<file path="src/rtl/typec_rx_ctrl.sv">
// typec_rx_ctrl
// Packet-level sequencer for the bit-serial Type-C byte receiver (typec_rxf).
// It arms the receiver with rxf_fire and follows the receiver's bit framing
// from the shared serial line. It samples each completed byte on rxf_dout and
// parses the frame: header, length, payload, then checksum. Payload bytes are
// streamed out with a one-cycle valid strobe. After a header error, a length
// error or a hunt timeout it pulses rxf_rst for one cycle.
//
// Ports:
//   clk       system clock, shared with typec_rxf
//   rst       asynchronous active-low reset
//   en        level enable; while high the block keeps re-arming
//   din       serial line (same net as typec_rxf din)
//   rxf_dout  typec_rxf parallel byte output
//   rxf_fire  arm request to typec_rxf
//   rxf_rst   one-cycle active-high reset pulse to typec_rxf
//   pkt_data  payload byte, qualified by pkt_valid
//   pkt_valid one-cycle payload strobe
//   pkt_done  one-cycle end-of-packet strobe
//   pkt_err   status qualified by pkt_done: 0 ok, 1 header, 2 length, 3 checksum/timeout
//   busy      high in ARM, HUNT, BYTE and ABORT
module typec_rx_ctrl #(
  parameter logic [7:0]  HDR     = 8'hA5,
  parameter logic [7:0]  MAX_LEN = 8'd64,
  parameter logic [15:0] TIMEOUT = 16'd4096,
  parameter int unsigned GAP     = 2
) (
  input  logic       clk,
  input  logic       rst,
  input  logic       en,
  input  logic       din,
  input  logic [7:0] rxf_dout,
  output logic       rxf_fire,
  output logic       rxf_rst,
  output logic [7:0] pkt_data,
  output logic       pkt_valid,
  output logic       pkt_done,
  output logic [1:0] pkt_err,
  output logic       busy
);

  localparam logic [15:0] TMO_LAST = TIMEOUT - 16'd1;
  localparam logic [7:0]  GAP_LAST = 8'(GAP - 1);

  typedef enum logic [2:0] {
    S_IDLE  = 3'd0,
    S_ARM   = 3'd1,
    S_HUNT  = 3'd2,
    S_BYTE  = 3'd3,
    S_ABORT = 3'd4,
    S_GAP   = 3'd5
  } state_t;

  state_t      state_r, state_s;
  logic [2:0]  bit_cnt_r, bit_cnt_s;
  logic [7:0]  byte_idx_r, byte_idx_s;
  logic        strobe_r, strobe_s;
  logic [7:0]  len_r, len_s;
  logic [7:0]  csum_r, csum_s;
  logic [15:0] tmo_cnt_r, tmo_cnt_s;
  logic [7:0]  gap_cnt_r, gap_cnt_s;
  logic [7:0]  data_s;
  logic        valid_s, done_s, fire_s, rrst_s, busy_s, fire_clr_s;
  logic [1:0]  err_s;

  // Next-state, counter and output decode
  always_comb begin
    state_s    = state_r;
    bit_cnt_s  = bit_cnt_r;
    byte_idx_s = byte_idx_r;
    strobe_s   = 1'b0;
    len_s      = len_r;
    csum_s     = csum_r;
    tmo_cnt_s  = tmo_cnt_r;
    gap_cnt_s  = gap_cnt_r;
    data_s     = pkt_data;
    valid_s    = 1'b0;
    done_s     = 1'b0;
    err_s      = 2'd0;
    fire_clr_s = 1'b0;

    case (state_r)
      S_IDLE: begin
        if (en) begin
          state_s = S_ARM;
        end else begin
          state_s = S_IDLE;
        end
      end
      S_ARM: begin
        state_s   = S_HUNT;
        tmo_cnt_s = 16'd0;
      end
      S_HUNT: begin
        if (din) begin
          // Sync bit: the receiver enters R0 on this same edge.
          state_s    = S_BYTE;
          bit_cnt_s  = 3'd0;
          byte_idx_s = 8'd0;
          tmo_cnt_s  = 16'd0;
        end else if (tmo_cnt_r == TMO_LAST) begin
          state_s = S_ABORT;
          done_s  = 1'b1;
          err_s   = 2'd3;
        end else begin
          tmo_cnt_s = tmo_cnt_r + 16'd1;
        end
      end
      S_BYTE: begin
        bit_cnt_s = bit_cnt_r + 3'd1;
        // The byte completed by R7 is visible on rxf_dout one cycle later.
        strobe_s  = (bit_cnt_r == 3'd7);
        // Drop fire before R7 of the checksum byte so the receiver leaves via DONE.
        if ((bit_cnt_r == 3'd6) && (byte_idx_r >= 8'd2) && (byte_idx_r == len_r + 8'd2)) begin
          fire_clr_s = 1'b1;
        end else begin
          fire_clr_s = 1'b0;
        end
        if (strobe_r) begin
          byte_idx_s = byte_idx_r + 8'd1;
          if (byte_idx_r == 8'd0) begin
            if (rxf_dout != HDR) begin
              state_s = S_ABORT;
              done_s  = 1'b1;
              err_s   = 2'd1;
            end else begin
              state_s = S_BYTE;
            end
          end else if (byte_idx_r == 8'd1) begin
            if ((rxf_dout == 8'd0) || (rxf_dout > MAX_LEN)) begin
              state_s = S_ABORT;
              done_s  = 1'b1;
              err_s   = 2'd2;
            end else begin
              len_s  = rxf_dout;
              csum_s = rxf_dout;
            end
          end else if (byte_idx_r == len_r + 8'd2) begin
            state_s   = S_GAP;
            gap_cnt_s = 8'd0;
            done_s    = 1'b1;
            err_s     = (csum_r == rxf_dout) ? 2'd0 : 2'd3;
          end else begin
            data_s  = rxf_dout;
            valid_s = 1'b1;
            csum_s  = csum_r ^ rxf_dout;
          end
        end else begin
          state_s = S_BYTE;
        end
      end
      S_ABORT: begin
        state_s   = S_GAP;
        gap_cnt_s = 8'd0;
      end
      S_GAP: begin
        if (gap_cnt_r == GAP_LAST) begin
          state_s = en ? S_ARM : S_IDLE;
        end else begin
          gap_cnt_s = gap_cnt_r + 8'd1;
        end
      end
      default: begin
        state_s = S_IDLE;
      end
    endcase

    // Fire only rises on entry to ARM and is held through HUNT/BYTE.
    fire_s = (state_s == S_ARM) ||
             (rxf_fire && ((state_s == S_HUNT) || (state_s == S_BYTE)) && !fire_clr_s);
    rrst_s = (state_s == S_ABORT);
    busy_s = (state_s == S_ARM) || (state_s == S_HUNT) ||
             (state_s == S_BYTE) || (state_s == S_ABORT);
  end

  // State, counters and registered outputs
  always_ff @(posedge clk or negedge rst) begin
    if (!rst) begin
      state_r    <= S_IDLE;
      bit_cnt_r  <= 3'd0;
      byte_idx_r <= 8'd0;
      strobe_r   <= 1'b0;
      len_r      <= 8'd0;
      csum_r     <= 8'd0;
      tmo_cnt_r  <= 16'd0;
      gap_cnt_r  <= 8'd0;
      rxf_fire   <= 1'b0;
      rxf_rst    <= 1'b0;
      pkt_data   <= 8'd0;
      pkt_valid  <= 1'b0;
      pkt_done   <= 1'b0;
      pkt_err    <= 2'd0;
      busy       <= 1'b0;
    end else begin
      state_r    <= state_s;
      bit_cnt_r  <= bit_cnt_s;
      byte_idx_r <= byte_idx_s;
      strobe_r   <= strobe_s;
      len_r      <= len_s;
      csum_r     <= csum_s;
      tmo_cnt_r  <= tmo_cnt_s;
      gap_cnt_r  <= gap_cnt_s;
      rxf_fire   <= fire_s;
      rxf_rst    <= rrst_s;
      pkt_data   <= data_s;
      pkt_valid  <= valid_s;
      pkt_done   <= done_s;
      pkt_err    <= err_s;
      busy       <= busy_s;
    end
  end

endmodule
</file>
<file path="config.mk">
export PLATFORM = sky130hd
export DESIGN_NAME = typec_rx_ctrl
export DESIGN_NICKNAME = d
export VERILOG_FILES = /design/src/rtl/typec_rx_ctrl.sv
export SDC_FILE = /design/constraint.sdc
export NUM_CORES = 1
export LEC_CHECK = 0
export BUFFER_PORTS_ARGS = -buffer_cell sky130_fd_sc_hd__buf_4
export CORE_MARGIN = 2
export CORE_UTILIZATION = 30
export CTS_CLUSTER_DIAMETER = 150
export DETAILED_ROUTE_END_ITERATION = 7
export HOLD_SLACK_MARGIN = 0.02
export PLACE_DENSITY = 0.53
export SKIP_LAST_GASP = 1
export SLEW_MARGIN = 30
export SYNTH_ARGS = -nofsm -noshare
export SYNTH_HDL_FRONTEND = slang
export SYNTH_SLANG_ARGS = --single-unit
</file>
<file path="constraint.sdc">
create_clock -name clk -period 3.4 [get_ports clk]
set_clock_uncertainty 0.05 [all_clocks]
set_input_delay 1.02 -clock clk [delete_from_list [all_inputs] [get_ports clk]]
set_output_delay 1.02 -clock clk [all_outputs]
set_load 0.02 [all_outputs]
</file>
-- Yosys cells after proc, flatten, opt, wreduce, memory -nomap -nowiden
Index checks and enable logic that the tools add are counted.
- register bits: 70
- input port bits: 12
- output and inout port bits: 15
- logic and storage cells: 132
- $add $sub $neg: 5
- order comparisons: 2
- equal/unequal tests: 26
- muxes and demuxes: 55
- bitwise gates (word level): 5
- reductions and logical operators: 24
- operators by type and width (cell ; count):
    $mux 8 ; 10
    $mux 16 ; 2
    $pmux 16 s2 ; 1
    $mux 3 ; 10
    $pmux 8 s3 ; 1
    $mux 1 ; 18
    $pmux 3 s6 ; 1
    $add 16x1->16 const B ; 1
    $add 8x1->8 const B ; 2
    $eq 16x12->1 const B ; 1
    $eq 8x1->1 const B ; 2
    $eq 8x8->1 ; 2
    $logic_not 8->1 ; 2
    $mux 2 ; 8
    $pmux 8 s2 ; 1
    $eq 3x3->1 const B ; 5
    $reduce_and 5->1 ; 3
    $ne 2x2->1 const B ; 7
    $eq 3x2->1 const B ; 4
    $add 8x2->8 const B ; 1
    $ge 8x2->1 const B ; 1
    $gt 8x7->1 const B ; 1
    $ne 8x8->1 const B ; 1
    $xor 8x8->8 ; 1
    17 further kinds ; 31

-- Longest topological paths before layout
Gate-level depths: netlist of run 1.
- word-level depth: 12
- mapped depth: 9

-- Worst setup path before layout of run 1
OpenSTA, ideal clock, no wires.
- path kind: input-to-reg
- start: in rxf_dout[4]
- end: reg csum_r[1]
- library setup time: 0.126 ns
- arrival: 2.945 ns
- required time: 3.224 ns
- setup slack: 0.279 ns
- stages on the path: 7
- buffers on the path: 2
- cell sequence: clkbuf_1 -> or3_4 -> o41a_1 -> nor4_2 -> nand3_2 -> buf_2 -> a221o_1
- word-level cells in the longest chain between the ends: 4
- elaborated cells on any way between the ends: 5
- classes of those cells: 1 x order compare; 1 x eq/ne; 3 x reduce/logical
- RTL lines (what ; RTL line ; source):
    start: declaration ; 32 ; input logic [7:0] rxf_dout,
    $gt 8x7->1 or $logic_not 8->1 (tied branches) ; 130 ; if ((rxf_dout == 8'd0) || (rxf_dout > MAX_LEN)) begin
    $logic_or 1x1->1 (*) ; 130 ;
    $ne 2x2->1 (no source line) (*) ; -- ;
    $reduce_and 5->1 (no source line) (*) ; -- ;
    end signal: assignment ; 200 ; csum_r <= csum_s;
    end: declaration ; 59 ; logic [7:0] csum_r, csum_s;
Mark *: on every way between the ends. The rest lies on a longest branch, timed or not.
A chain may end at the register's enable or synchronous reset.

-- Worst setup path in the final report of run 1
- start: in rxf_dout[1]
- end: reg rxf_fire
- word-level cells in the longest chain between the ends: 12
- elaborated cells on any way between the ends: 17
- classes of those cells: 1 x order compare; 4 x eq/ne; 6 x mux; 6 x reduce/logical
- RTL lines (what ; RTL line ; source):
    $gt 8x7->1 or $logic_not 8->1 (tied branches) ; 130 ;
    $logic_or 1x1->1 ; 130 ;
    $mux 3 ; 130 ;
    $mux 3 ; 129 ; end else if (byte_idx_r == 8'd1) begin
    $mux 3 (*) ; 121 ; if (byte_idx_r == 8'd0) begin
    $mux 3 (*) ; 119 ; if (strobe_r) begin
    $pmux 3 s6 (*) ; 82 ; case (state_r)
    net state_s[1] ; 54 ; state_t state_r, state_s;
    $eq 3x2->1 ; 170 ; (rxf_fire && ((state_s == S_HUNT) || (state_s == S_BYTE)) && !fire_clr_s);
    $logic_or 1x1->1 ; 170 ;
    $logic_and 1x1->1 (2 in a row) ; 170 ;
    $logic_or 1x1->1 (*) ; 169 ; fire_s = (state_s == S_ARM) ||
    net fire_s ; 63 ; logic valid_s, done_s, fire_s, rrst_s, busy_s, fire_clr_s;
    end signal: assignment ; 203 ; rxf_fire <= fire_s;
    end: declaration ; 33 ; output logic rxf_fire,
The timed path passes the listed nets; every way through them passes the cells marked *.

==> results.cfg, run 1 <==
[run_status]
status = completed

[yosys]
yosys_warnings = 0
synth_cell_types = 56
synth-seq-area-share = 0.4547
syn-num-nets = 424
yosysMostFrequentCell = dfrtp_1
syn-cell-area_um2 = 3852
syn_inst = 401
synth_common_cells = dfrtp_1 (70), nand2_1 (46), nor2_1 (37)
ys_ff_latch = 70
yosysTopAreaCell = dfrtp_1
synth_edf_count = 0
async_reset_ff_frac = 1.000
synth_top_area_share = 0.4547
synth.area.top_cells = dfrtp_1 (45%), nand2_1 (4.5%), mux2_2 (4.4%), xor2_1 (4.1%), nor2_1 (3.6%)
synthFlopType = dfrtp_1
synth.avg_cell_area_um2 = 9.607

[layout]
nets = 455
syn_to_final_growth_pct = 18.80
n_antenna_cell = 0
finalNonFillerCells = 609
drive_above_1_share = 0.1693

[detailed_routing]
ant_nets = 0
drc = 0
drtIter0Drc = 185
wl_per_cell_um = 13.90
drt_wl_total_um = 8463
vias_per_cell = 4.985
dr_total_vias = 3036
first_pass_iters = 4

[global_routing]
grt_max_degree = 71
grt_antenna_before_repair = 0
grt_usage = 0.1309
grt_pass1_vias = 3043
grt_pass1_wl_um = 14880
grt_overflow = 0

[critical_path]
startpoint_type = primary input
worstPathMaxFanout = 7
crit_type = in -> reg
end_kind = register
slowest_delay_ns = 0.40
arrival_ns = 3.06
cp_cell_sequence = buf_4 > or3_4 > o41a_1 > nor4_2 > nor4_1 > o32ai_2 > mux2i_1 > nor3_2
critPathSlowestCell = or3_4
required_ns = 3.53
worstRegToRegCells = 8

[sta]
hold_viol_final = 0
slew_headroom = 0.4488
final.setup.tns_ns = 0
min_period_ns = 2.921
worst_pin_slew_ns = 0.8193
post-route-period-util = 0.8590
slew_viol_final = 0
fmax_ghz = 0.3424
rsz0062_at_grt = no
setup_viol = 0

[pwr]
cellPowerDensity_nw_per_um2 = 418.9
leakagePower_nw = 1.988
peakVddDrop_uv = 174.3
total_power_mw = 1.917

[clock_tree]
cts_max_path_buffers = 2
cts_setup_buffers = 0
cts_made_buffers = 9
clock_latency_ns = 0.33
cts_tree = yes
cts_resized = 0
cts_root_buffer = clkbuf_16
hold_buffers = 0
cts.sinks = 70
clk_pin_slew_ns = 0.06
cts_max_level = 3

[floorplanning]
die_x_um = 117.3
start_util = 0.3065
rows = 41
die_h_um = 117.3
boundaryPins = 27
core_area_um2 = 12570
dieArea_um2 = 13760

[job]
drv_cap = 0

[placement]
dp_cells = 593
port_buffers = 26
hpwl_um = 5968
routabilityCongestion = 0.8196

[min_path]
hp-class = reg -> reg
hold_depth = 1
## cells in the final DEF (no fill, tap or decap), drive strengths merged, types with 3 or more instances in the layout
master,instances
a221o,4
or3,5
inv,13
mux2,15
nor2,37
o31ai,4
nand3b,9
o41ai,3
xnor2,9
buf,36
nand4,9
and2,6
clkbuf,13
nand3,13
nor4,9
o211ai,5
nor2b,8
dfrtp,70
a21oi,13
xor2,18
nand2,46
ha,11
o21ai,20
a31oi,7
nand2b,5
and3,10
nor3,8
## cell type report
| cell class | instances | area (um2) |
|---|---|---|
| clock buffer | 13 | 250.2 |
| clock inverter | 3 | 43.79 |
| fill | 1271 | 7991 |
| inverter | 13 | 48.80 |
| multi-input combinational | 302 | 1981 |
| sequential | 70 | 1752 |
| tap | 172 | 215.2 |
| timing repair buffer | 36 | 286.5 |
## per-stage QoR
step	setup WS (ns)	utilization	hold slack [ns]	instance area, um2
after floorplan	0.2785	-	0.3933	3852
after global placement	0.1678	0.3405	0.4154	4279
after detailed placement	0.1596	0.3405	0.4323	4279
after CTS	0.4916	0.3639	0.4415	4573
after global routing	0.3248	0.3642	0.4805	4577
final	0.4794	0.3642	0.4369	4577
## worst max-delay path: cells and delay by family
kind	cells	cell delay (ns)
simple gates	4	0.99
compound gates	2	0.64
mux	1	0.26
buf+inv	1	0.13
## state kept, by name, summed over array words and instances, names as in the netlist, 2 cells and up
signal and flops:
tmo_cnt_r 16, byte_idx_r 8, csum_r 8, gap_cnt_r 8, len_r 8, pkt_data 8
bit_cnt_r 3, state_r 3, pkt_err 2
## cells by family (layout without fill, tap and decap cells)
| kind of cell | count (synthesis) | count (layout) | share of synthesized area |
|---|---|---|---|
| and+or+nand+nor | 178 | 178 | 0.2446 |
| DFF | 70 | 70 | 0.4547 |
| AOI/OAI and AO/OA | 69 | 69 | 0.1234 |
| buffers and inverters | 29 | 65 | 0.03118 |
| xor gates and xnor gates | 27 | 27 | 0.06138 |
| muxes | 17 | 17 | 0.04904 |
| adders and majority gates | 11 | 11 | 0.03573 |
## final timing paths
| check | slack, ns | from | end |
|---|---|---|---|
| setup / recovery | 0.48 | rxf_dout[1] | rxf_fire |
| hold / removal | 0.44 | gap_cnt_r[7] | gap_cnt_r[7] |
| setup reg to reg | 0.57 | len_r[1] | busy |
| hold reg to reg | 0.44 | gap_cnt_r[7] | gap_cnt_r[7] |
| max in group asynchronous | 2.21 | rst | csum_r[5] |
| min in group asynchronous | 0.65 | rst | tmo_cnt_r[8] |
## routing by layer
layer  global-route usage  up-vias  wire, um
li1                     -     1499         -
met1               0.1713     1474      4112
met2               0.2145       52      3969
met3              0.03064       11       251
met4              0.04142        0       129
met5                    0        -         0
## power by group
part	leakage [nW]	switching, mW	internal, mW	total (mW)
clock	0.144	0.343	0.589	0.932
sequential	0.900	0.0187	0.856	0.875
combinational	0.944	0.0600	0.0507	0.111
total	1.99	0.422	1.50	1.92
Power figures use the tool's default switching activity.
==> run 2, diff against run 1 <==
Settings changed: CORE_ASPECT_RATIO set to 2, CORE_UTILIZATION 30 to 53, PLACE_DENSITY 0.53 to 0.79.
==> results.cfg, run 2 (synthesis results as in run 1) <==
[critical_path]
arrival_ns = 3.15
cp-startpoint = rxf_dout[1]
end_kind = register
crit_type = in -> reg
startpoint_type = primary input
slowest_delay_ns = 0.42
rr_startpoint = len_r[1]
path_delay_family = simple AND/OR/NAND/NOR gates
path_buf_inv = 1
worstPathMaxFanout = 7
cp_cell_sequence = buf_4 > or3_4 > o41a_1 > nor4_2 > nor4_1 > o32ai_2 > mux2i_1 > nor3_2
worstRegToRegCells = 8
rrSetupSlack_ns = 0.58
critPathSlowestCell = nor4_2
required_ns = 3.54
r2r-end = busy

[sta]
hold_viol_final = 0
slew_headroom = 0.4261
fin_ws_ns = 0.3902
min_period_ns = 3.010
final.setup.tns_ns = 0
fmax_ghz = 0.3323
worst_pin_slew_ns = 0.8608
setup_viol = 0
post-route-period-util = 0.8852
slew_viol_final = 0
rsz0062_at_grt = no
holdWs_ns = 0.4445

[global_routing]
grt_antenna_before_repair = 0
grt_overflow = 0
grt_usage = 0.2242
grt_pass1_vias = 2969
grt_max_degree = 71
grt_pass1_wl_um = 14060

[detailed_routing]
ant_nets = 0
vias_per_cell = 5.869
drt_wl_total_um = 8031
dr_total_vias = 3093
first_pass_iters = 4
drc = 0
wl_per_cell_um = 15.24
drtIter0Drc = 199

[placement]
pre_cts_ws_ns = 0.07086
hpwl_um = 5543
dp_cells = 511
routabilityCongestion = 0.8775
port_buffers = 26

[layout]
final_core_util = 0.6248
multi_input_area_um2 = 1981
largest_register_ffs = 16
n_antenna_cell = 0
max_flop_register = tmo_cnt_r
regArea_um2 = 1752
nets = 453
mostFrequentLayoutCells = dfrtp_1 (70), nand2_1 (46), nor2_1 (37), buf_4 (33), o21ai_0 (19)
syn_to_final_growth_pct = 16.08
n_fill_cell = 585
drive_above_1_share = 0.1678
final_common_cell = dfrtp_1
finalNonFillerCells = 527

[clock_tree]
cts.sinks = 70
cts_resized = 0
cts_root_buffer = clkbuf_16
cts_max_level = 3
cts_tree = yes
cts_max_path_buffers = 2
clock_latency_ns = 0.34
hold_buffers = 0
cts_setup_buffers = 0
clk_pin_slew_ns = 0.05
cts_made_buffers = 9

[floorplanning]
dieArea_um2 = 8008
die_h_um = 124.6
rows = 44
die_x_um = 64.29
start_util = 0.5383
boundaryPins = 27
core_area_um2 = 7157

[min_path]
worstHoldStart = gap_cnt_r[7]
hp-class = reg -> reg
min_to = gap_cnt_r[7]
hold_depth = 1

[pwr]
leakagePower_nw = 1.984
cellPowerDensity_nw_per_um2 = 442.9
peakVddDrop_uv = 321.7

[run_status]
status = completed

[job]
drv_cap = 0
## run 2: cell type report
type / instances / share of cell area
Clock inverter: 4 / 0.01567
Timing Repair Buffer: 34 / 0.05792
Tap cell: 92 / 0.02574
Inverter: 13 / 0.01091
Sequential cell: 70 / 0.3917
Clock buffer: 12 / 0.05512
Multi-Input combinational cell: 302 / 0.4429
## run 2: power breakdown
group | internal, mW | total, mW | switching [mW] | leakage, nW
clock network | 0.659 | 0.995 | 0.335 | 0.157
registers | 0.856 | 0.876 | 0.0198 | 0.900
logic | 0.0499 | 0.109 | 0.0595 | 0.927
## run 2: layer usage
layer,global-route usage,up-vias,share of wire,routed length [um]
met4,0.1202,0,0.031,246
li1,-,1499,-,-
met2,0.3241,66,0.47,3806
met3,0.05059,17,0.043,347
met1,0.3114,1511,0.45,3630
met5,0,-,0,0
## run 2: how the worst max path moves through the flow
| stage | to | slack [ns] | depth (start not counted) |
|---|---|---|---|
| floorplan | csum_r[1] | 0.28 | 7 |
| global placement | rxf_fire | 0.20 | 8 |
| detailed placement | rxf_fire | 0.07 | 8 |
| CTS | rxf_fire | 0.40 | 8 |
| global route | rxf_fire | 0.28 | 8 |
| finish | rxf_fire | 0.39 | 8 |
## run 2: per-stage QoR
stage	instance area (um2)	power [mW]
floorplan	3852	0.9491
global placement	4151	0.9961
detailed placement	4151	1.000
CTS	4468	2.000
global route	4472	2.047
finish	4472	1.980
## run 2: worst register-to-register path: stages, from the launching register on
cell and delay, ns:
dfrtp_1 0.43, ha_1 0.33, xor2_1 0.14, nor3_1 0.17, o211ai_1 0.20, nor3_1 0.50
a21oi_1 0.14, o31ai_1 0.51, o311ai_2 0.19
==> run 3, diff against run 2 <==
Clock period 3.4 ns to 3.8 ns, I/O delays scaled along.
==> results.cfg, run 3 (synthesis results as in run 1) <==
[global_routing]
grt_usage = 0.2229
grt_pass1_vias = 2893
grt_max_degree = 71
grt_antenna_before_repair = 0
grt_pass1_wl_um = 13950
grt_overflow = 0

[layout]
syn_to_final_growth_pct = 14.42
finalNonFillerCells = 525
regArea_um2 = 1752
max_flop_register = tmo_cnt_r
n_antenna_cell = 0
n_fill_cell = 596
nets = 451
final_common_cell = dfrtp_1
largest_register_ffs = 16
mostFrequentLayoutCells = dfrtp_1 (70), nand2_1 (46), nor2_1 (37), buf_4 (31), o21ai_0 (19)
drive_above_1_share = 0.1663
multi_input_area_um2 = 1981

[clock_tree]
cts_root_buffer = clkbuf_16
cts.sinks = 70
clock_latency_ns = 0.34
cts_resized = 0
cts_max_path_buffers = 2
hold_buffers = 0
clk_pin_slew_ns = 0.05
cts_setup_buffers = 0
cts_tree = yes
cts_made_buffers = 9
cts_max_level = 3

[critical_path]
slowest_delay_ns = 0.46
cp-startpoint = rxf_dout[1]
end_kind = register
worstPathMaxFanout = 17
required_ns = 3.97
startpoint_type = primary input
crit_type = in -> reg
cp_cell_sequence = buf_4 > or3_4 > o41a_1 > nor4_2 > nand3_2 > a221o_1
critPathSlowestCell = a221o_1
rr_startpoint = len_r[1]
arrival_ns = 3.27

[placement]
hpwl_um = 5430
pre_cts_ws_ns = 0.3619
routabilityCongestion = 0.8308
dp_cells = 509
port_buffers = 26

[sta]
rsz0062_at_grt = no
slew_headroom = 0.4220
slew_viol_final = 0
fmax_ghz = 0.3232
setup_viol = 0
hold_viol_final = 0
min_period_ns = 3.094
fin_ws_ns = 0.7059
worst_pin_slew_ns = 0.8670
post-route-period-util = 0.8142
final.setup.tns_ns = 0

[detailed_routing]
vias_per_cell = 5.768
drt_wl_total_um = 8067
drtIter0Drc = 229
drc = 0
dr_total_vias = 3028
first_pass_iters = 4
wl_per_cell_um = 15.37
ant_nets = 0

[pwr]
peakVddDrop_uv = 263.8
leakagePower_nw = 1.956
cellPowerDensity_nw_per_um2 = 373.4
total_power_mw = 1.646

[min_path]
hp-class = reg -> reg
worstHoldStart = len_r[7]

[floorplanning]
rows = 44
boundaryPins = 27
die_h_um = 124.6
start_util = 0.5383
dieArea_um2 = 8008
core_area_um2 = 7157
die_x_um = 64.29

[job]
drv_cap = 0

[run_status]
status = completed
==> run 3: layout make-up <==
class / instances / area share
Clock buffer: 11 / 0.05507
Clock inverter: 5 / 0.005677
Inverter: 13 / 0.01107
Multi-Input combinational cell: 302 / 0.4493
Sequential cell: 70 / 0.3974
Tap cell: 92 / 0.02611
Timing Repair Buffer: 32 / 0.05535
==> run 3: worst max-delay path: cells and delay by family <==
| family | cells | cell delay (ns) |
|---|---|---|
| AO/OA/AOI/OAI | 2 | 0.82 |
| buffers and inverters | 1 | 0.14 |
| AND/OR/NAND/NOR | 3 | 1.16 |
==> run 3: layer usage <==
metal / GRT usage / up-vias / wire, um
met5: 0 / - / 0
met2: 0.3260 / 54 / 3833
met1: 0.3171 / 1469 / 3780
met3: 0.04968 / 13 / 304
li1: - / 1492 / -
met4: 0.09637 / 0 / 148
==> run 3: path summary, 6_finish.rpt <==
check	end	slack, ns	depth (start not counted)
min in group asynchronous	gap_cnt_r[6]	0.75	1
worst max register to register	busy	1.04	8
max in group asynchronous	csum_r[0]	2.51	1
worst min register to register	len_r[7]	0.45	1
worst max-delay path	csum_r[7]	0.71	6
worst min-delay path	len_r[7]	0.45	1
==> run 3: where the power goes <==
group | switching [mW] | internal, mW
clock network | 0.312 | 0.453
registers | 0.0172 | 0.766
logic | 0.0528 | 0.0446
==> run 3: per-stage QoR <==
step / area (um2) / util / hold slack, ns
final: 4408 / 0.6159 / 0.4486
after detailed placement: 4136 / 0.5780 / 0.4444
after CTS: 4404 / 0.6154 / 0.4559
after global placement: 4136 / 0.5780 / 0.4299
after global routing: 4408 / 0.6159 / 0.4773
after floorplan: 3852 / - / 0.3933
